==> src/rtl/pipe_ctrl.sv <==
// ---------------------------------------------------------------------------
// pipe_ctrl
// Stall/flush controller for the five-stage openMIPS pipeline. It combines
// the ID/EX/MEM stall requests into a per-stage hold vector and turns an
// exception into a single-cycle flush with a redirect PC. It also counts
// stalled cycles. An optional watchdog forces a flush after a long unbroken
// stall.
//
// Optional feature macro: PIPE_CTRL_WDOG_EN enables the stall watchdog.
//
// Ports:
//   clk, rst        clock, synchronous active-high reset
//   stallreq_id     ID hold request (load-use hazard)
//   stallreq_ex     EX hold request (multi-cycle mult/div)
//   stallreq_mem    MEM hold request (memory wait)
//   excp_req        exception pulse from MEM
//   excp_handler    handler address, valid with excp_req
//   stall[5:0]      hold vector: pc, if_id, id_ex, ex_mem, mem_wb, wb
//   flush           clear all pipeline registers
//   new_pc          redirect target, valid while flush=1
//   stall_cnt       number of cycles with stall != 0 (wraps)
//   wdog_timeout    pulse marking a watchdog-caused flush
// ---------------------------------------------------------------------------
module pipe_ctrl #(
  parameter int unsigned WDOG_LIMIT  = 256,
  parameter logic [31:0] WDOG_VECTOR = 32'h0000_0040
) (
  input  logic        clk,
  input  logic        rst,
  input  logic        stallreq_id,
  input  logic        stallreq_ex,
  input  logic        stallreq_mem,
  input  logic        excp_req,
  input  logic [31:0] excp_handler,
  output logic [5:0]  stall,
  output logic        flush,
  output logic [31:0] new_pc,
  output logic [31:0] stall_cnt,
  output logic        wdog_timeout
);

  typedef enum logic {RUN, FLUSH} state_t;

  state_t      r_state;
  state_t      w_next_state;
  logic [5:0]  w_req_stall;
  logic        w_excp_take;
  logic        w_wdog_fire;
  logic [31:0] r_new_pc;
  logic [31:0] r_stall_cnt;
  logic        r_wdog_to;

  // The deepest requesting stage wins. It holds itself and every stage in
  // front of it.
  always_comb begin
    w_req_stall = 6'b000000;
    if (stallreq_mem)
      w_req_stall = 6'b011111;
    else if (stallreq_ex)
      w_req_stall = 6'b001111;
    else if (stallreq_id)
      w_req_stall = 6'b000111;
  end

  // Requests that arrive while flushing are ignored.
  assign w_excp_take = (r_state == RUN) && excp_req;

`ifdef PIPE_CTRL_WDOG_EN
  logic [31:0] r_wdog_cnt;

  // The watchdog fires on the last stalled RUN cycle before the limit.
  assign w_wdog_fire = (r_state == RUN) && (w_req_stall != 6'b000000) &&
                       (r_wdog_cnt == WDOG_LIMIT - 32'd1);

  // Counts consecutive stalled RUN cycles. It restarts on any unstalled
  // cycle and whenever a flush is taken.
  always_ff @(posedge clk) begin
    if (rst)
      r_wdog_cnt <= 32'd0;
    else if ((r_state == RUN) && (w_req_stall != 6'b000000) && !w_wdog_fire && !w_excp_take)
      r_wdog_cnt <= r_wdog_cnt + 32'd1;
    else
      r_wdog_cnt <= 32'd0;
  end
`else
  logic w_unused_wdog_params;

  assign w_wdog_fire          = 1'b0;
  assign w_unused_wdog_params = ^{WDOG_VECTOR, WDOG_LIMIT};
`endif

  // State register.
  always_ff @(posedge clk) begin
    if (rst)
      r_state <= RUN;
    else
      r_state <= w_next_state;
  end

  // Next state: FLUSH always lasts exactly one cycle.
  always_comb begin
    w_next_state = r_state;
    case (r_state)
      RUN:     if (w_excp_take || w_wdog_fire) w_next_state = FLUSH;
      FLUSH:   w_next_state = RUN;
      default: w_next_state = RUN;
    endcase
  end

  // Outputs. The hold vector is forced to zero while flushing.
  always_comb begin
    stall = 6'b000000;
    flush = 1'b0;
    case (r_state)
      RUN:     stall = w_req_stall;
      FLUSH:   flush = 1'b1;
      default: stall = 6'b000000;
    endcase
  end

  // The redirect target is captured on the RUN->FLUSH transition. An
  // exception outranks the watchdog. The timeout flag is set only when the
  // watchdog alone caused the flush.
  always_ff @(posedge clk) begin
    if (rst) begin
      r_new_pc  <= 32'd0;
      r_wdog_to <= 1'b0;
    end else begin
      r_wdog_to <= w_wdog_fire && !w_excp_take;
      if (w_excp_take)
        r_new_pc <= excp_handler;
      else if (w_wdog_fire)
        r_new_pc <= WDOG_VECTOR;
    end
  end

  // Performance counter of stalled cycles. It wraps naturally.
  always_ff @(posedge clk) begin
    if (rst)
      r_stall_cnt <= 32'd0;
    else if (stall != 6'b000000)
      r_stall_cnt <= r_stall_cnt + 32'd1;
  end

  assign new_pc       = r_new_pc;
  assign stall_cnt    = r_stall_cnt;
  assign wdog_timeout = r_wdog_to;

endmodule
==> config.mk <==
export PLATFORM = sky130hd
export DESIGN_NAME = pipe_ctrl
export DESIGN_NICKNAME = d
export VERILOG_FILES = /design/src/rtl/pipe_ctrl.sv
export SDC_FILE = /design/constraint.sdc
export NUM_CORES = 1
export LEC_CHECK = 0
export CAP_MARGIN = 5
export CORE_UTILIZATION = 40
export CTS_CLUSTER_SIZE = 8
export DETAILED_ROUTE_END_ITERATION = 10
export DONT_BUFFER_PORTS = 1
export PLACE_DENSITY = 0.52
export SETUP_SLACK_MARGIN = 0.1
export SYNTH_ARGS = -nofsm -noshare
export SYNTH_HDL_FRONTEND = slang
export SYNTH_SLANG_ARGS = --single-unit
==> constraint.sdc <==
create_clock -name clk -period 2.6 [get_ports clk]
set_input_delay 0.52 -clock clk [delete_from_list [all_inputs] [get_ports clk]]
set_output_delay 0.52 -clock clk [all_outputs]
set_load 0.1 [all_outputs]
==> qor.csv, run 1 <==
stage,metric,value,unit
run_status,status,"finished, violations left",
run_status,violated checks,DRC,
clock_network,Post-CTS Setup Bufs,0,
clock_network,later-pin clock latency in the skew report,330,ps
yosys,largest cells by area after synthesis,"dfxtp_1, nand2_1, a21oi_1, or4_1, o31ai_1",
setup_path,worst-path maximum fanout,15,
setup_path,crit path launch,stallreq_mem,
cells_and_area,Final Core Density,53.73,%
setup_path,Crit Path Class,input pin to primary output,
sta,Pins Over Slew Limit,0,
yosys,synth unique cells,33,
cells_and_area,Area Growth Syn to Fin,27.00,%
floorplanning,io pins,110,
grt,first-pass GRT wire length,10560,um
yosys,Synth Cell Area,0.002748,mm2
yosys,Synth Warn #,0,
yosys,sequential share of the synthesized area,47.36,%
hold_path,HP Class,input pin to flip-flop,
sta,Final Skew,4.845,ps
routing,vias per cell,5.256,
sta,RSZ-0062 raised after global routing,no,
floorplanning,Die ar.,0.007205,mm2
sta,Slew headroom,51.53,%
yosys,number of flops mapped to enable cells by yosys,0,
setup_path,origin of the critical flop-to-flop path,r_state,
place,cell count after placement,456,
sta,worst setup margin,436.2,ps
sta,Slew @ Worst Pin,725.3,ps
setup_path,reg2reg setup slack,490,ps
floorplanning,Die Ht,84.88,um
sta,Fin. Hold Viols,0,
setup_path,crit path to,stall[1],
clock_network,CTS sink count,65,
sta,final worst path period need,2164,ps
power,Pwr Total,2349,uW
yosys,gate count of the mapped netlist,336,
cells_and_area,"commonest non-fill, non-tap cells in the layout","nand2_1, buf_4, a21oi_1",
sta,Setup TNS,0,ps
grt,largest net degree at the start of global routing,68,
setup_path,Critical Path RT,2080,ps
sta,Final Cycle Share,83.22,%
cells_and_area,Register Area,0.001326,mm2
clock_network,clock root buffer,clkbuf_8,
setup_path,Worst Reg-to-Reg Cells,4,
routing,DRT iter0 DRCs,115,
cells_and_area,"most common cell after layout, fill and taps aside",nand2_1,
hold_path,Hold Path Cell Cnt,1,
power,Peak VDD IR,0.3960,mV
yosys,syn avg cell area,8.177,um2
routing,Vias,2481,
routing,"wirelength, routed",6534,um
routing,ANT nets after route,0,
clock_network,CTS resizes,0,
floorplanning,CORE AREA,0.006495,mm2
place,Port Buf Inserts,0,
setup_path,r2r endpoint,stall_cnt[31],
place,hpwl dp,4355,um
sta,final setup fails,0,
power,Leak Pwr,0.001332,uW
cells_and_area,Nets,429,
cells_and_area,n_diodes,0,
yosys,Yosys top cell area share,47.36,%
grt,initial antenna violation count,0,
routing,WL/cell,13.84,um
grt,global router's overall resource usage,18.48,%
routing,DR DRC count,4,
routing,DR pass1 iterations,9,
clock_network,H-tree depth,3,
floorplanning,Starting Density,42.30,%
flow_run,maxcap violations,0,
cells_and_area,Layout Cells excl Fill,472,
power,pwr/cell area,673.2,mW/mm2
cells_and_area,Multi-input gate area,0.001308,mm2
cells_and_area,layout cell share with drive strength beyond 1,29.37,%
sta,Fmax,462.1,MHz
grt,vias in the first global route,2289,
clock_network,CTS Buffer Depth,2,
yosys,leading area contributor after synthesis,dfxtp_1,
cells_and_area,Fillers,634,
yosys,"FF+latch count, synth",65,
floorplanning,Site Rows,29,
yosys,Post-synth top flop,dfxtp_1,
floorplanning,die width,84.88,um
clock_network,CTS Hold Buffers Added,0,
place,pre-CTS setup slack,434.2,ps
clock_network,"Reg clk slew, reported paths",70,ps
place,GP Congestion,0.7360,
setup_path,crit path launch type,input pin,
setup_path,CP arrival,1640,ps
clock_network,CTS buffer count,9,
setup_path,Setup crit end kind,primary output,
clock_network,TritonCTS clock tree,done,
grt,global route overflow,0,
yosys,Async SR Flop Fraction,0,%
-- logic make-up (layout without fill, tap and decap cells) --
kind of cell	Yosys count	in the layout	share of synthesized area (%)
compound gates	72	72	14.57
xor+xnor	10	10	3.187
fa+ha+maj	1	1	0.4553
buf+inv	34	92	5.738
flops	65	65	47.36
mux	2	2	0.8196
other cells	1	2	0.1365
simple gates	151	151	27.73
-- cells in the mapped netlist, drive strengths merged, types with 3 or more instances --
| master | count |
|---|---|
| buf | 7 |
| nand2 | 74 |
| nor3 | 3 |
| o21ai | 4 |
| nor2 | 16 |
| nor4 | 5 |
| or3 | 5 |
| xnor2 | 10 |
| dfxtp | 65 |
| a21oi | 52 |
| inv | 5 |
| clkbuf | 22 |
| nand4 | 5 |
| or4 | 19 |
| nor2b | 4 |
| o31ai | 16 |
| nand3 | 8 |
-- worst min path at each step --
stage,slack (ps),start,to
after floorplan,660,excp_handler[17],new_pc[17]
after global placement,440,new_pc[14],new_pc[14]
after detailed placement,440,new_pc[14],new_pc[14]
after CTS,230,rst,stall_cnt[15]
after global routing,230,rst,stall_cnt[19]
final,250,rst,stall_cnt[15]
-- metrics by stage --
stage               hold slack [ps]  cell area [um2]
finish                        252.2             3490
detailed placement            444.6             3294
CTS                           228.6             3490
global placement              439.1             3294
floorplan                     656.0             2779
global route                  226.6             3490
-- report_power, final --
part           total (uW)  internal, uW  switching (uW)
registers            1040          1030            12.5
clock network         841           462             379
logic                 465          83.1             382
-- state kept, by name (all words and copies together), names as in the netlist --
name       count
stall_cnt     32
new_pc        32
r_state        1
-- layer usage --
metal / track usage [%] / share of wire [%] / up-vias
met5: 0 / 0 / -
met4: 8.320 / 1.0 / 0
met3: 7.782 / 9.4 / 7
met2: 29.86 / 46 / 79
met1: 21.43 / 43 / 1125
li1: - / - / 1270
-- cell type report --
type | count | area share (%)
sequential | 65 | 38.01
multi-input combinational | 238 | 37.47
timing repair buffer | 71 | 15.63
clock buffer | 10 | 3.944
tap | 77 | 2.761
clock inverter | 6 | 1.649
inverter | 5 | 0.5378
-- worst max-delay path: stages --
cell and delay (ps):
nor3_1 30, buf_4 180, nor2_4 570, buf_12 330
(Power assumes the default switching activity.)
==> run 2: changes to the inputs <==
--- a/config.mk
+++ b/config.mk
@@ -10,7 +10,7 @@
 export CTS_CLUSTER_SIZE = 8
 export DETAILED_ROUTE_END_ITERATION = 10
 export DONT_BUFFER_PORTS = 1
-export PLACE_DENSITY = 0.52
+export PLACE_DENSITY = 0.54
 export SETUP_SLACK_MARGIN = 0.1
 export SYNTH_ARGS = -nofsm -noshare
 export SYNTH_HDL_FRONTEND = slang
==> constraint.sdc (replaced) <==
create_clock -name clk -period 1.8 [get_ports clk]
set_input_delay 0.36 -clock clk [delete_from_list [all_inputs] [get_ports clk]]
set_output_delay 0.36 -clock clk [all_outputs]
set_load 0.1 [all_outputs]
==> qor.csv, run 2 (same netlist as run 1, synthesis figures left out) <==
stage,metric,value,unit,change
grt,first-pass GRT wire length,11500,um,+8.8%
grt,initial antenna violation count,0,,unchanged
routing,DR pass1 iterations,10,,+1
clock_network,clock root buffer,clkbuf_8,,
floorplanning,Die ar.,0.007205,mm2,unchanged
sta,final worst path period need,1795,ps,
clock_network,"Reg clk slew, reported paths",70,ps,about the same
power,Peak VDD IR,0.5452,mV,+38%
place,cell count after placement,475,,+4.2%
setup_path,r2r endpoint,stall_cnt[19],,
sta,Final Cycle Share,99.74,%,
place,Port Buf Inserts,0,,unchanged
run_status,status,"finished, violations left",,
sta,Setup TNS,0,ps,unchanged
sta,RSZ-0062 raised after global routing,yes,,
flow_run,maxcap violations,0,,unchanged
setup_path,worst-path maximum fanout,6,,-9
clock_network,CTS sink count,65,,unchanged
sta,Pins Over Slew Limit,0,,unchanged
floorplanning,Starting Density,42.30,%,unchanged
sta,Final Skew,4.753,ps,-0.09204 ps
place,pre-CTS setup slack,-49.20,ps,-483.4 ps
floorplanning,io pins,110,,unchanged
floorplanning,Die Ht,84.88,um,unchanged
grt,global route overflow,0,,unchanged
clock_network,CTS Buffer Depth,2,,unchanged
grt,vias in the first global route,2512,,+9.7%
floorplanning,Site Rows,29,,unchanged
floorplanning,die width,84.88,um,unchanged
sta,final setup fails,0,,unchanged
setup_path,Critical Path RT,2060,ps,-20 ps
sta,worst setup margin,4.737,ps,-431.4 ps
routing,DR DRC count,2,,-2
setup_path,reg2reg setup slack,5,ps,-490 ps
hold_path,HP Class,input pin to flip-flop,,
cells_and_area,Fillers,578,,-8.8%
cells_and_area,Multi-input gate area,0.001460,mm2,+12%
setup_path,origin of the critical flop-to-flop path,stall_cnt[12],,
run_status,violated checks,DRC,,
place,hpwl dp,4458,um,+2.4%
clock_network,TritonCTS clock tree,done,,
routing,vias per cell,5.285,,+0.55%
clock_network,CTS buffer count,9,,unchanged
routing,Vias,2632,,+6.1%
cells_and_area,Layout Cells excl Fill,498,,+5.5%
grt,global router's overall resource usage,20.04,%,+1.6 points
clock_network,H-tree depth,3,,unchanged
setup_path,Setup crit end kind,flip-flop,,
routing,ANT nets after route,0,,unchanged
setup_path,Crit Path Class,flip-flop to flip-flop,,
routing,DRT iter0 DRCs,105,,-8.7%
cells_and_area,"commonest non-fill, non-tap cells in the layout","buf_4, nand2_1, a21oi_1",,
power,Leak Pwr,0.001500,uW,+13%
cells_and_area,Register Area,0.001400,mm2,+5.6%
cells_and_area,layout cell share with drive strength beyond 1,41.33,%,+12 points
power,pwr/cell area,828.0,mW/mm2,+23%
cells_and_area,"most common cell after layout, fill and taps aside",buf_4,,
setup_path,CP arrival,2050,ps,+410 ps
cells_and_area,Area Growth Syn to Fin,42.99,%,
clock_network,later-pin clock latency in the skew report,330,ps,about the same
floorplanning,CORE AREA,0.006495,mm2,unchanged
sta,Fmax,557.0,MHz,
setup_path,crit path launch,stall_cnt[12],,
sta,Fin. Hold Viols,0,,unchanged
routing,"wirelength, routed",7015,um,+7.4%
setup_path,crit path launch type,flip-flop,,
setup_path,Worst Reg-to-Reg Cells,4,,unchanged
cells_and_area,Final Core Density,60.49,%,+6.8 points
routing,WL/cell,14.09,um,+1.8%
setup_path,crit path to,stall_cnt[19],,
cells_and_area,Nets,455,,+6.1%
place,GP Congestion,0.7849,,+6.6%
grt,largest net degree at the start of global routing,68,,unchanged
place,placed inst area,0.003553,mm2,+7.9%
cells_and_area,n_diodes,0,,unchanged
cells_and_area,Final Cell Area,0.003929,mm2,+13%
## run 2: changes by cell type in the layout (fill, tap and decap cells not counted), sizes merged
| cell | before | now |
|---|---|---|
| inv | 5 | 6 |
| or4 | 19 | 21 |
| clkinvlp | 1 | 0 |
| buf | 71 | 95 |
| bufinv | 1 | 0 |
| clkbuf | 10 | 11 |
## run 2: area by class of cell
cell class	instances	share of cell area, %
clock buffers	11	3.599
multi-input cells	240	37.17
well taps	77	2.452
inverters	5	0.4777
repair buffers	95	19.90
clock inverters	5	0.7643
flip-flops and latches	65	35.64
## run 2: worst min-delay path by stage
stage	start	to	slack (ps)	cells past startpoint
CTS	rst	stall_cnt[1]	70	1
finish	rst	new_pc[24]	100	1
global route	rst	stall_cnt[20]	60	1
detailed placement	rst	stall_cnt[12]	430	1
floorplan	excp_handler[17]	new_pc[17]	500	2
global placement	rst	stall_cnt[1]	430	1
## run 2: where the power goes
part	total [uW]	internal [uW]	switching (uW)
combinational	690	136	554
clock	1080	534	550
sequential	1480	1460	21.2
## run 2: through the flow
| step | total power [uW] | hold WS [ps] |
|---|---|---|
| after floorplan | 2107 | 496.0 |
| after global placement | 2195 | 431.1 |
| after detailed placement | 2199 | 429.8 |
| after CTS | 3302 | 67.54 |
| after global routing | 3383 | 61.02 |
| final | 3253 | 96.04 |
## run 2: layer usage
| layer | up-vias | share of wire [%] | GRT usage, % |
|---|---|---|---|
| met4 | 0 | 1.3 | 9.245 |
| met3 | 10 | 7.8 | 6.518 |
| li1 | 1330 | - | - |
| met1 | 1201 | 44 | 24.85 |
| met2 | 91 | 47 | 31.78 |
| met5 | - | 0 | 0 |
## run 2: timing repair
action | in CTS | in global routing
cloned | 2 | 0
hold buffers | 0 | 0
resized for setup | 20 | 18
pin swaps | 8 | 4
setup endpoints to repair | 21 | 22
setup buffers | 0 | 5
## run 2: worst max-delay path, stage by stage, from the launching register on
cell	delay, ps
dfxtp_4	340
nand4_1	200
or4_4	530
or4_1	500
a21oi_1	150
==> run 3: changes to the inputs <==
--- a/config.mk
+++ b/config.mk
@@ -10,7 +10,8 @@
 export CTS_CLUSTER_SIZE = 8
 export DETAILED_ROUTE_END_ITERATION = 10
 export DONT_BUFFER_PORTS = 1
-export PLACE_DENSITY = 0.54
+export PLACE_DENSITY = 0.52
+export REMOVE_ABC_BUFFERS = 1
 export SETUP_SLACK_MARGIN = 0.1
 export SYNTH_ARGS = -nofsm -noshare
 export SYNTH_HDL_FRONTEND = slang
==> constraint.sdc (replaced) <==
create_clock -name clk -period 2.05 [get_ports clk]
set_input_delay 0.41 -clock clk [delete_from_list [all_inputs] [get_ports clk]]
set_output_delay 0.41 -clock clk [all_outputs]
set_load 0.1 [all_outputs]
==> qor.csv, run 3 (same netlist as run 1, synthesis figures left out) <==
stage,metric,value,unit,change
run_status,status,"finished, violations left",,
run_status,violated checks,DRC,,
floorplanning,Site Rows,29,,unchanged
cells_and_area,Fillers,637,,+10%
setup_path,worst-path maximum fanout,4,,-2
routing,ANT nets after route,0,,unchanged
sta,Slew @ Worst Pin,715.9,ps,
routing,WL/cell,14.69,um,+4.3%
power,Leak Pwr,0.001407,uW,-6.2%
floorplanning,Die ar.,0.007205,mm2,unchanged
clock_network,clock root buffer,clkbuf_8,,
power,Pwr Total,2987,uW,-8.2%
grt,largest net degree at the start of global routing,68,,unchanged
place,hpwl dp,4441,um,-0.38%
sta,Pins Over Slew Limit,0,,unchanged
sta,final setup fails,0,,unchanged
flow_run,maxcap violations,0,,unchanged
cells_and_area,"most common cell after layout, fill and taps aside",buf_4,,
cells_and_area,Layout Cells excl Fill,486,,-2.4%
routing,DRT iter0 DRCs,103,,-1.9%
cells_and_area,layout cell share with drive strength beyond 1,29.58,%,-12 points
sta,final worst path period need,1998,ps,
hold_path,HP Class,input pin to flip-flop,,
place,GP Congestion,0.7308,,-6.9%
floorplanning,CORE AREA,0.006495,mm2,unchanged
clock_network,"Reg clk slew, reported paths",70,ps,about the same
sta,Slew headroom,52.16,%,
sta,Fin. Hold Viols,0,,unchanged
clock_network,CTS buffer count,9,,unchanged
cells_and_area,n_diodes,0,,unchanged
floorplanning,Starting Density,42.30,%,unchanged
sta,Final Cycle Share,97.48,%,
cells_and_area,Area Growth Syn to Fin,34.15,%,
grt,initial antenna violation count,0,,unchanged
clock_network,CTS sink count,65,,unchanged
setup_path,CP arrival,1590,ps,-460 ps
setup_path,Critical Path Max Stage Delay,550,ps,+20 ps
cells_and_area,"commonest non-fill, non-tap cells in the layout","buf_4, nand2_1, dfxtp_1",,
grt,global router's overall resource usage,18.73,%,-1.3 points
sta,worst hold margin,132.4,ps,+36.39 ps
power,Peak VDD IR,0.4825,mV,-11%
grt,first-pass GRT wire length,10670,um,-7.1%
sta,Final Skew,8.216,ps,+3.464 ps
cells_and_area,Nets,443,,-2.6%
setup_path,worst path bufs/invs,1,,+1
power,pwr/cell area,810.3,mW/mm2,-2.1%
floorplanning,io pins,110,,unchanged
clock_network,H-tree depth,3,,unchanged
clock_network,later-pin clock latency in the skew report,340,ps,about the same
place,cell count after placement,463,,-2.5%
routing,vias per cell,5.409,,+2.4%
cells_and_area,Final Core Density,56.75,%,-3.7 points
clock_network,CTS Hold Buffers Added,0,,unchanged
sta,RSZ-0062 raised after global routing,yes,,
setup_path,crit path launch type,flip-flop,,
clock_network,CTS Buffer Depth,2,,unchanged
routing,DR pass1 iterations,7,,-3
routing,"wirelength, routed",7140,um,+1.8%
setup_path,Crit-path slowest cell,nor2_4,,
setup_path,Setup crit end kind,primary output,,
setup_path,Critical Path RT,1640,ps,-420 ps
clock_network,TritonCTS clock tree,done,,
setup_path,Crit Path Class,flip-flop to primary output,,
routing,DR DRC count,9,,+7
floorplanning,die width,84.88,um,unchanged
setup_path,Worst path top cell family by delay,simple AND/OR/NAND/NOR gates,,
routing,Vias,2629,,-0.11%
grt,vias in the first global route,2266,,-9.8%
grt,global route overflow,0,,unchanged
setup_path,cells along the critical path,nor2_4 -> buf_12,,
place,Port Buf Inserts,0,,unchanged
floorplanning,Die Ht,84.88,um,unchanged
sta,Fmax,500.4,MHz,
-- run 3: cell type report --
class	count	area [um2]	share of cell area (%)
Clock buffer	13	148.9	4.039
Sequential cell	65	1309	35.51
Multi-Input combinational cell	240	1376	37.34
Tap cell	77	96.34	2.614
Clock inverter	3	40.04	1.086
Timing Repair Buffer	83	696.9	18.91
Inverter	5	18.77	0.5092
-- run 3: metrics by stage --
stage / worst slack [ps] / area [um2] / TNS (ps)
finish: 51.61 / 3686 / 0
CTS: 38.77 / 3547 / 0
global placement: 112.4 / 3347 / 0
detailed placement: 76.79 / 3347 / 0
global route: 0.6534 / 3686 / 0
floorplan: -3063 / 2613 / -33300
-- run 3: what timing repair did --
action / 4_1_cts / 5_1_grt
gates resized for setup: 2 / 24
cloned: 0 / 2
pin swaps: 2 / 7
endpoints found under the setup margin: 3 / 17
setup buffers: 1 / 4
-- run 3: path summary, 6_finish.rpt --
check / startpoint / endpoint / slack (ps) / cells past startpoint
worst min register to register: new_pc[24] / new_pc[24] / 450 / 2
worst max register to register: r_state / stall_cnt[26] / 90 / 6
worst min-delay path: rst / new_pc[11] / 130 / 1
worst max-delay path: r_state / stall[0] / 50 / 2
-- run 3: per-layer routing --
layer | vias up | global-route usage [%] | share of wire (%)
met2 | 87 | 30.45 | 48
met4 | 0 | 5.239 | 0.91
met3 | 7 | 7.782 | 8.2
met5 | - | 0 | 0
met1 | 1217 | 22.91 | 42
li1 | 1318 | - | -
-- run 3: report_power, final --
group | total (uW) | switching, uW | internal [uW]
clock | 1060 | 469 | 593
combinational | 600 | 485 | 115
sequential | 1320 | 17.9 | 1310
total | 2990 | 972 | 2010
